### src/rtl/exec_ctrl.sv
// Execution sequencer: debounced single-step and programmable-rate free-run
// with PC breakpoint halt, producing a one-cycle step enable for the datapath.
module exec_ctrl #(
    parameter int DEBOUNCE_CYCLES = 500000,
    parameter int RUN_DIV         = 25000000,
    parameter int PC_W            = 8
) (
    input  logic            clk,
    input  logic            reset,
    input  logic            sw,
    input  logic            mode,
    input  logic [PC_W-1:0] pc,
    input  logic            bp_en,
    input  logic [PC_W-1:0] bp_addr,
    output logic            step_en,
    output logic [1:0]      state,
    output logic            halted,
    output logic [15:0]     step_count
);

    localparam int DB_W  = $clog2(DEBOUNCE_CYCLES + 1);
    localparam int DIV_W = $clog2(RUN_DIV);
    localparam logic [DB_W-1:0]  DB_LAST  = DB_W'(DEBOUNCE_CYCLES - 1);
    localparam logic [DIV_W-1:0] DIV_LAST = DIV_W'(RUN_DIV - 1);

    typedef enum logic [1:0] {
        S_IDLE = 2'b00,
        S_RUN  = 2'b01,
        S_HALT = 2'b10
    } state_t;

    // Two-flop synchronisers: bit 0 = step button, bit 1 = mode switch.
    logic [1:0] raw_in;
    logic [1:0] meta_q;
    logic [1:0] sync_q;
    logic       sw_s;
    logic       mode_s;

    assign raw_in = {mode, sw};

    generate
        for (genvar gi = 0; gi < 2; gi++) begin : g_sync
            always_ff @(posedge clk) begin
                if (reset) begin
                    meta_q[gi] <= 1'b0;
                    sync_q[gi] <= 1'b0;
                end else begin
                    meta_q[gi] <= raw_in[gi];
                    sync_q[gi] <= meta_q[gi];
                end
            end
        end
    endgenerate

    assign sw_s   = sync_q[0];
    assign mode_s = sync_q[1];

    logic [DB_W-1:0]  cnt_q, cnt_d;
    logic             deb_q, deb_d;
    logic             press_q, press_d;
    state_t           state_q, state_d;
    logic [DIV_W-1:0] div_q, div_d;
    logic             step_en_q, step_en_d;
    logic [15:0]      step_count_q, step_count_d;
    logic             tick;
    logic             bp_hit;

    // The level is accepted only after DEBOUNCE_CYCLES consecutive differing samples.
    always_comb begin
        cnt_d   = cnt_q;
        deb_d   = deb_q;
        if (sw_s == deb_q) begin
            cnt_d = '0;
        end else if (cnt_q == DB_LAST) begin
            deb_d = sw_s;
            cnt_d = '0;
        end else begin
            cnt_d = cnt_q + 1'b1;
        end
        press_d = deb_d & ~deb_q;
    end

    assign tick   = (div_q == DIV_LAST);
    assign bp_hit = bp_en && (pc == bp_addr);

    // Same-cycle priority in RUN: breakpoint hit, then mode change, then tick.
    always_comb begin
        state_d   = state_q;
        div_d     = '0;
        step_en_d = 1'b0;
        case (state_q)
            S_IDLE: begin
                if (mode_s) begin
                    state_d = S_RUN;
                end else if (press_q) begin
                    step_en_d = 1'b1;
                end
            end
            S_RUN: begin
                div_d = tick ? '0 : div_q + 1'b1;
                if (tick && bp_hit) begin
                    state_d = S_HALT;
                    div_d   = '0;
                end else if (!mode_s) begin
                    state_d = S_IDLE;
                    div_d   = '0;
                end else if (tick) begin
                    step_en_d = 1'b1;
                end
            end
            S_HALT: begin
                if (press_q) begin
                    step_en_d = 1'b1;
                    state_d   = mode_s ? S_RUN : S_IDLE;
                end
            end
            default: state_d = S_IDLE;
        endcase
    end

    assign step_count_d = (step_en_q && step_count_q != 16'hFFFF) ?
                          step_count_q + 16'd1 : step_count_q;

    always_ff @(posedge clk) begin
        if (reset) begin
            cnt_q        <= '0;
            deb_q        <= 1'b0;
            press_q      <= 1'b0;
            state_q      <= S_IDLE;
            div_q        <= '0;
            step_en_q    <= 1'b0;
            step_count_q <= '0;
        end else begin
            cnt_q        <= cnt_d;
            deb_q        <= deb_d;
            press_q      <= press_d;
            state_q      <= state_d;
            div_q        <= div_d;
            step_en_q    <= step_en_d;
            step_count_q <= step_count_d;
        end
    end

    assign step_en    = step_en_q;
    assign state      = state_q;
    assign halted     = (state_q == S_HALT);
    assign step_count = step_count_q;

endmodule

### config.mk
export PLATFORM = sky130hd
export DESIGN_NAME = exec_ctrl
export DESIGN_NICKNAME = d
export VERILOG_FILES = /design/src/rtl/exec_ctrl.sv
export SDC_FILE = /design/constraint.sdc
export NUM_CORES = 1
export LEC_CHECK = 0
export ABC_AREA = 1
export BUFFER_PORTS_ARGS = -buffer_cell sky130_fd_sc_hd__buf_4
export CORE_MARGIN = 3
export CORE_UTILIZATION = 42
export CTS_CLUSTER_SIZE = 12
export DETAILED_ROUTE_END_ITERATION = 10
export PLACE_DENSITY = 0.71
export SLEW_MARGIN = 10
export SYNTH_ARGS = -nofsm -noshare
export SYNTH_HDL_FRONTEND = slang
export SYNTH_SLANG_ARGS = --single-unit
### constraint.sdc
create_clock -name clk -period 2.6 [get_ports clk]
set_input_delay 0.52 -clock clk [delete_from_list [all_inputs] [get_ports clk]]
set_output_delay 0.52 -clock clk [all_outputs]
set_load 0.03 [all_outputs]
== Word level (Yosys, flattened, before mapping) ==
Index checks and enable logic that the tools add are counted.
Word-level totals
  register bits after elaboration: 69
  bits of input ports: 21
  output and inout port bits: 20
  word-level logic and storage cells: 49
Operators by class
  $add $sub $neg: 3
  eq/ne operators: 10
  mux-type cells: 14
  bitwise operators: 4
  reductions and logical operators: 7
Operators with widths (count)
  $add 25x1->25 const B: 1
  $eq 25x25->1 const B: 1
  $add 19x1->19 const B: 1
  $eq 19x19->1 const B: 1
  $add 16x1->16 const B: 1
  $ne 16x16->1 const B: 1
  $eq 8x8->1: 1
  $mux 1: 8
  $mux 2: 4
  $pmux 2 s3: 1
  $reduce_or 5->1: 1
  $logic_and 1x1->1: 3
  $ne 3x3->1 const B: 1
  $not 1->1: 3
  $pmux 1 s3: 1
  $reduce_and 3->1: 1
  $reduce_or 3->1: 1
  $eq 2x1->1 const B: 1
  $eq 2x2->1 const B: 1
  $logic_not 2->1: 1
  $ne 2x1->1 const B: 1
  $ne 2x2->1 const B: 1
  $and 1x1->1: 1
  $eq 1x1->1: 1

== Logic depth before layout (Yosys ltp) ==
  word-level depth: 5
  mapped depth: 11
  mapped depth without buffers: 10

== Worst setup path before layout ==
No wires, ideal clock.
  kind: reg2reg
  start point: register step_count_q[1], in the netlist step_count[1]
  end point: register step_count_q[2], in the netlist step_count[2]
  setup time: 0.069 ns
  data arrival time: 1.732 ns
  required time: 2.531 ns
  slack: 0.799 ns
  cell stages (with the launch flop): 10
  path buffers: 2
  clock period less this slack: 1.801 ns
  cell sequence: dfxtp_1 ha_1 nand3_2 nor3_2 nand3_1 nand2_2 buf_6 buf_12 nand2_1 a21oi_2
Between the ends
  word-level cells in the longest chain between the ends: 2
  elaborated cells between the ends (all ways): 3
  classes of those cells: 1 x add/sub; 1 x eq/ne; 1 x reduce/logical
Ends and longest elaborated chain
  start, declared: RTL line 64  | logic [15:0] step_count_q, step_count_d;
  start signal, assigned: RTL line 140  | step_count_q <= step_count_d;
  branches (longest 2 deep; another with $add 16x1->16)
Parallel ways; which one is timed is not known.
A chain may end at the register's enable or synchronous reset.

== Worst setup path after layout ==
  start point: register cnt_q[0]
  end point: register cnt_q[17]
Between the ends
  word-level cells in the longest chain between the ends: 2
  elaborated cells between the ends (all ways): 3
  classes of those cells: 1 x add/sub; 1 x eq/ne; 1 x reduce/logical
Ends and longest elaborated chain
  start, declared: RTL line 58  | logic [DB_W-1:0] cnt_q, cnt_d;
  start signal, assigned: RTL line 134  | cnt_q <= cnt_d;
  branches (longest 2 deep; another with $add 19x1->19)
Parallel ways; which one is timed is not known.

==> out/qor.csv <==
metric,value,unit
top_layer,met4,
worst_ep_arrival_time,2.14,ns
setup_violations,0,
max_freq,525,MHz
final_cell_mix,"nand2_1 (146), nor2_1 (99), inv_1 (86), dfxtp_1 (69), buf_4 (42)",
maxCapViolations,0,
start_kind,flop,
cts_made_buffers,9,
design_area,0.00439,mm^2
grt_pass1_vias,3439,
synth_fp_nets,609,
slew_viol_final,0,
skew,0.00918,ns
fin_nets,653,
cts.sinks,69,
rows,34,
hold_path.startpoint,sw,
syn_area_per_cell,6.47,um^2
ant_nets,0,
drtIter0Drc,192,
met2WireLength,3.83,mm
clockBufferDepth,2,
critical_path_class,reg2reg,
synth_edf_count,0,
grt_max_degree,26,
synth.distinct_cells,30,
design.core.area,0.00872,mm^2
r2r_end,cnt_q[17]$_SDFF_PP0_,
die_y,101,um
r2r_setup_slack,0.70,ns
fin_crit,1.90,ns
gp_congestion,0.866,
pre_cts_slack,0.695,ns
cts_max_level,3,
synth-seq-area-share,36.5,%
insertion_delay,0.34,ns
finalSetupTns,0,ns
fin_crit_sh,73.2,%
synth_area,0.00378,mm^2
cp_max_fo,12,
ys_seq_elements,69,
area_delta_synth_final,16.1,%
layout-drive-gt1-share,12.3,%
reg2reg_depth,7,
port_buffers,40,
yosys_most_used_dff,dfxtp_1,
tritoncts,done,
hold_class,in2reg,
status,"finished, final reports clean",
hold_end,meta_q[0]$_SDFF_PP0_,
post_cts_buffers,0,
hold_buffers,0,
vias,3645,
grt_pass1_wl,14.4,mm
cp_data_required_time,2.83,ns
whs,0.381,ns
start_util,43.4,%
finalWorstSetupSlack,0.696,ns
drc,0,
mostFrequentLayoutCell,nand2_1,
met1_length,3.86,mm
end_kind,flop,
peakVddDrop,0.370,mV
final-hold-violation-count,0,
diodes,0,
ys_warn_count,0,
dpl-instance-area,0.00417,mm^2
n_fill_cell,903,
cts_resized,0,
hold_depth,3,
die_w,101,um
slew_headroom,61.2,%
antenna_found_initial,0,
routedWlPerCell,11.1,um
cts_root_buf,clkbuf_8,
async_flop_share,0,%
worst_pin_slew,0.577,ns
r2r-start,cnt_q[0]$_SDFF_PP0_,
leakage,1.65,nW
grt_setup_unrepaired,no,
dp_hpwl,6.07,mm
io_pins,41,
gr-usage-all-layers,17.2,%
cts.reportedPaths.clkPinSlew,0.08,ns
wl,8.26,mm
firstDrtPassIters,4,
via_per_inst,4.91,
grt-ovfl-total,0,
synthCells,585,
p_per_area,480,mW/mm^2
dieArea,0.0102,mm^2
dr_wl_met3,439,um
==> cell usage after synthesis, types with 2 or more instances <==
library cell	count	area [um^2]
nand2_1	146	548
buf_1	2	7.51
xnor2_1	5	43.8
a21oi_2	7	61.3
nor2_2	2	12.5
nand2_2	5	31.3
a21oi_1	29	145
nor2_1	99	372
nand3b_1	2	15.0
o21ai_0	7	35.0
inv_1	86	323
or2_2	3	18.8
ha_1	3	37.5
buf_2	3	15.0
nor3_2	2	20.0
nand4_1	21	131
nor3_1	30	150
nand3_1	33	165
dfxtp_1	69	1380
xor2_1	21	184
==> registers in the layout, summed over array words and instances, names as in the netlist <==
signal and cells:
sw_s 1, deb_q 1, meta_q 2, press_q 1, div_q 25, step_en 1
state 2, step_count 16, cnt_q 19, mode_s 1
==> cell families after synthesis <==
family                     share of synthesized area, %
AOI/OAI and AO/OA                                  6.58
adders and majority gates                         0.992
xor gates and xnor gates                           6.02
DFF                                                36.5
and+or+nand+nor                                    39.6
buffers and inverters                              10.3
==> metal layers <==
| metal | global-route usage, % | up-vias |
|---|---|---|
| met5 | 0 | - |
| met3 | 4.08 | 12 |
| met4 | 5.83 | 0 |
| met1 | 21.8 | 1624 |
| li1 | - | 1934 |
| met2 | 28.6 | 75 |
==> per-stage QoR <==
step | util, % | std cells | power [W]
6_report | 50.4 | 742 | 0.00211
5_1_grt | 50.4 | 742 | 0.00219
4_1_cts | 50.4 | 742 | 0.00215
3_5_place_dp | 47.8 | 726 | 0.00116
3_3_place_gp | 47.8 | 726 | 0.00116
2_1_floorplan | - | 585 | 0.00112
==> how the worst max path moves through the flow <==
stage / depth (start not counted) / endpoint / slack [ns] / startpoint
3_5_place_dp: 7 / cnt_q[11]$_SDFF_PP0_ / 0.70 / cnt_q[0]$_SDFF_PP0_
4_1_cts: 7 / cnt_q[17]$_SDFF_PP0_ / 0.70 / cnt_q[0]$_SDFF_PP0_
2_1_floorplan: 9 / step_count[2]$_SDFFE_PP0P_ / 0.80 / step_count[1]$_SDFFE_PP0P_
6_report: 7 / cnt_q[17]$_SDFF_PP0_ / 0.70 / cnt_q[0]$_SDFF_PP0_
5_1_grt: 7 / cnt_q[11]$_SDFF_PP0_ / 0.49 / cnt_q[0]$_SDFF_PP0_
3_3_place_gp: 7 / cnt_q[14]$_SDFF_PP0_ / 0.81 / cnt_q[0]$_SDFF_PP0_
==> where the power goes <==
part / total, W / switching [W] / internal (W)
Combinational: 0.0000722 / 0.0000381 / 0.0000341
Clock: 0.000976 / 0.000411 / 0.000564
Sequential: 0.00106 / 0.00000233 / 0.00106
==> final cells by class <==
| type | count | area, um^2 | share of cell area [%] |
|---|---|---|---|
| flip-flops and latches | 69 | 1380 | 31.4 |
| multi-input cells | 421 | 2010 | 45.9 |
| well taps | 108 | 135 | 3.08 |
| clock inverters | 6 | 86.3 | 1.97 |
| repair buffers | 42 | 315 | 7.18 |
| inverters | 86 | 323 | 7.35 |
| clock buffers | 10 | 138 | 3.13 |
==> critical path: stages, from the launching register on <==
cell and delay, ns:
dfxtp_1 0.37, ha_1 0.25, nand2_1 0.09, nor2_1 0.22, nand4_1 0.18, nand3_1 0.39, buf_4 0.25, nor3_1 0.05
Power figures use the tool's default switching activity.
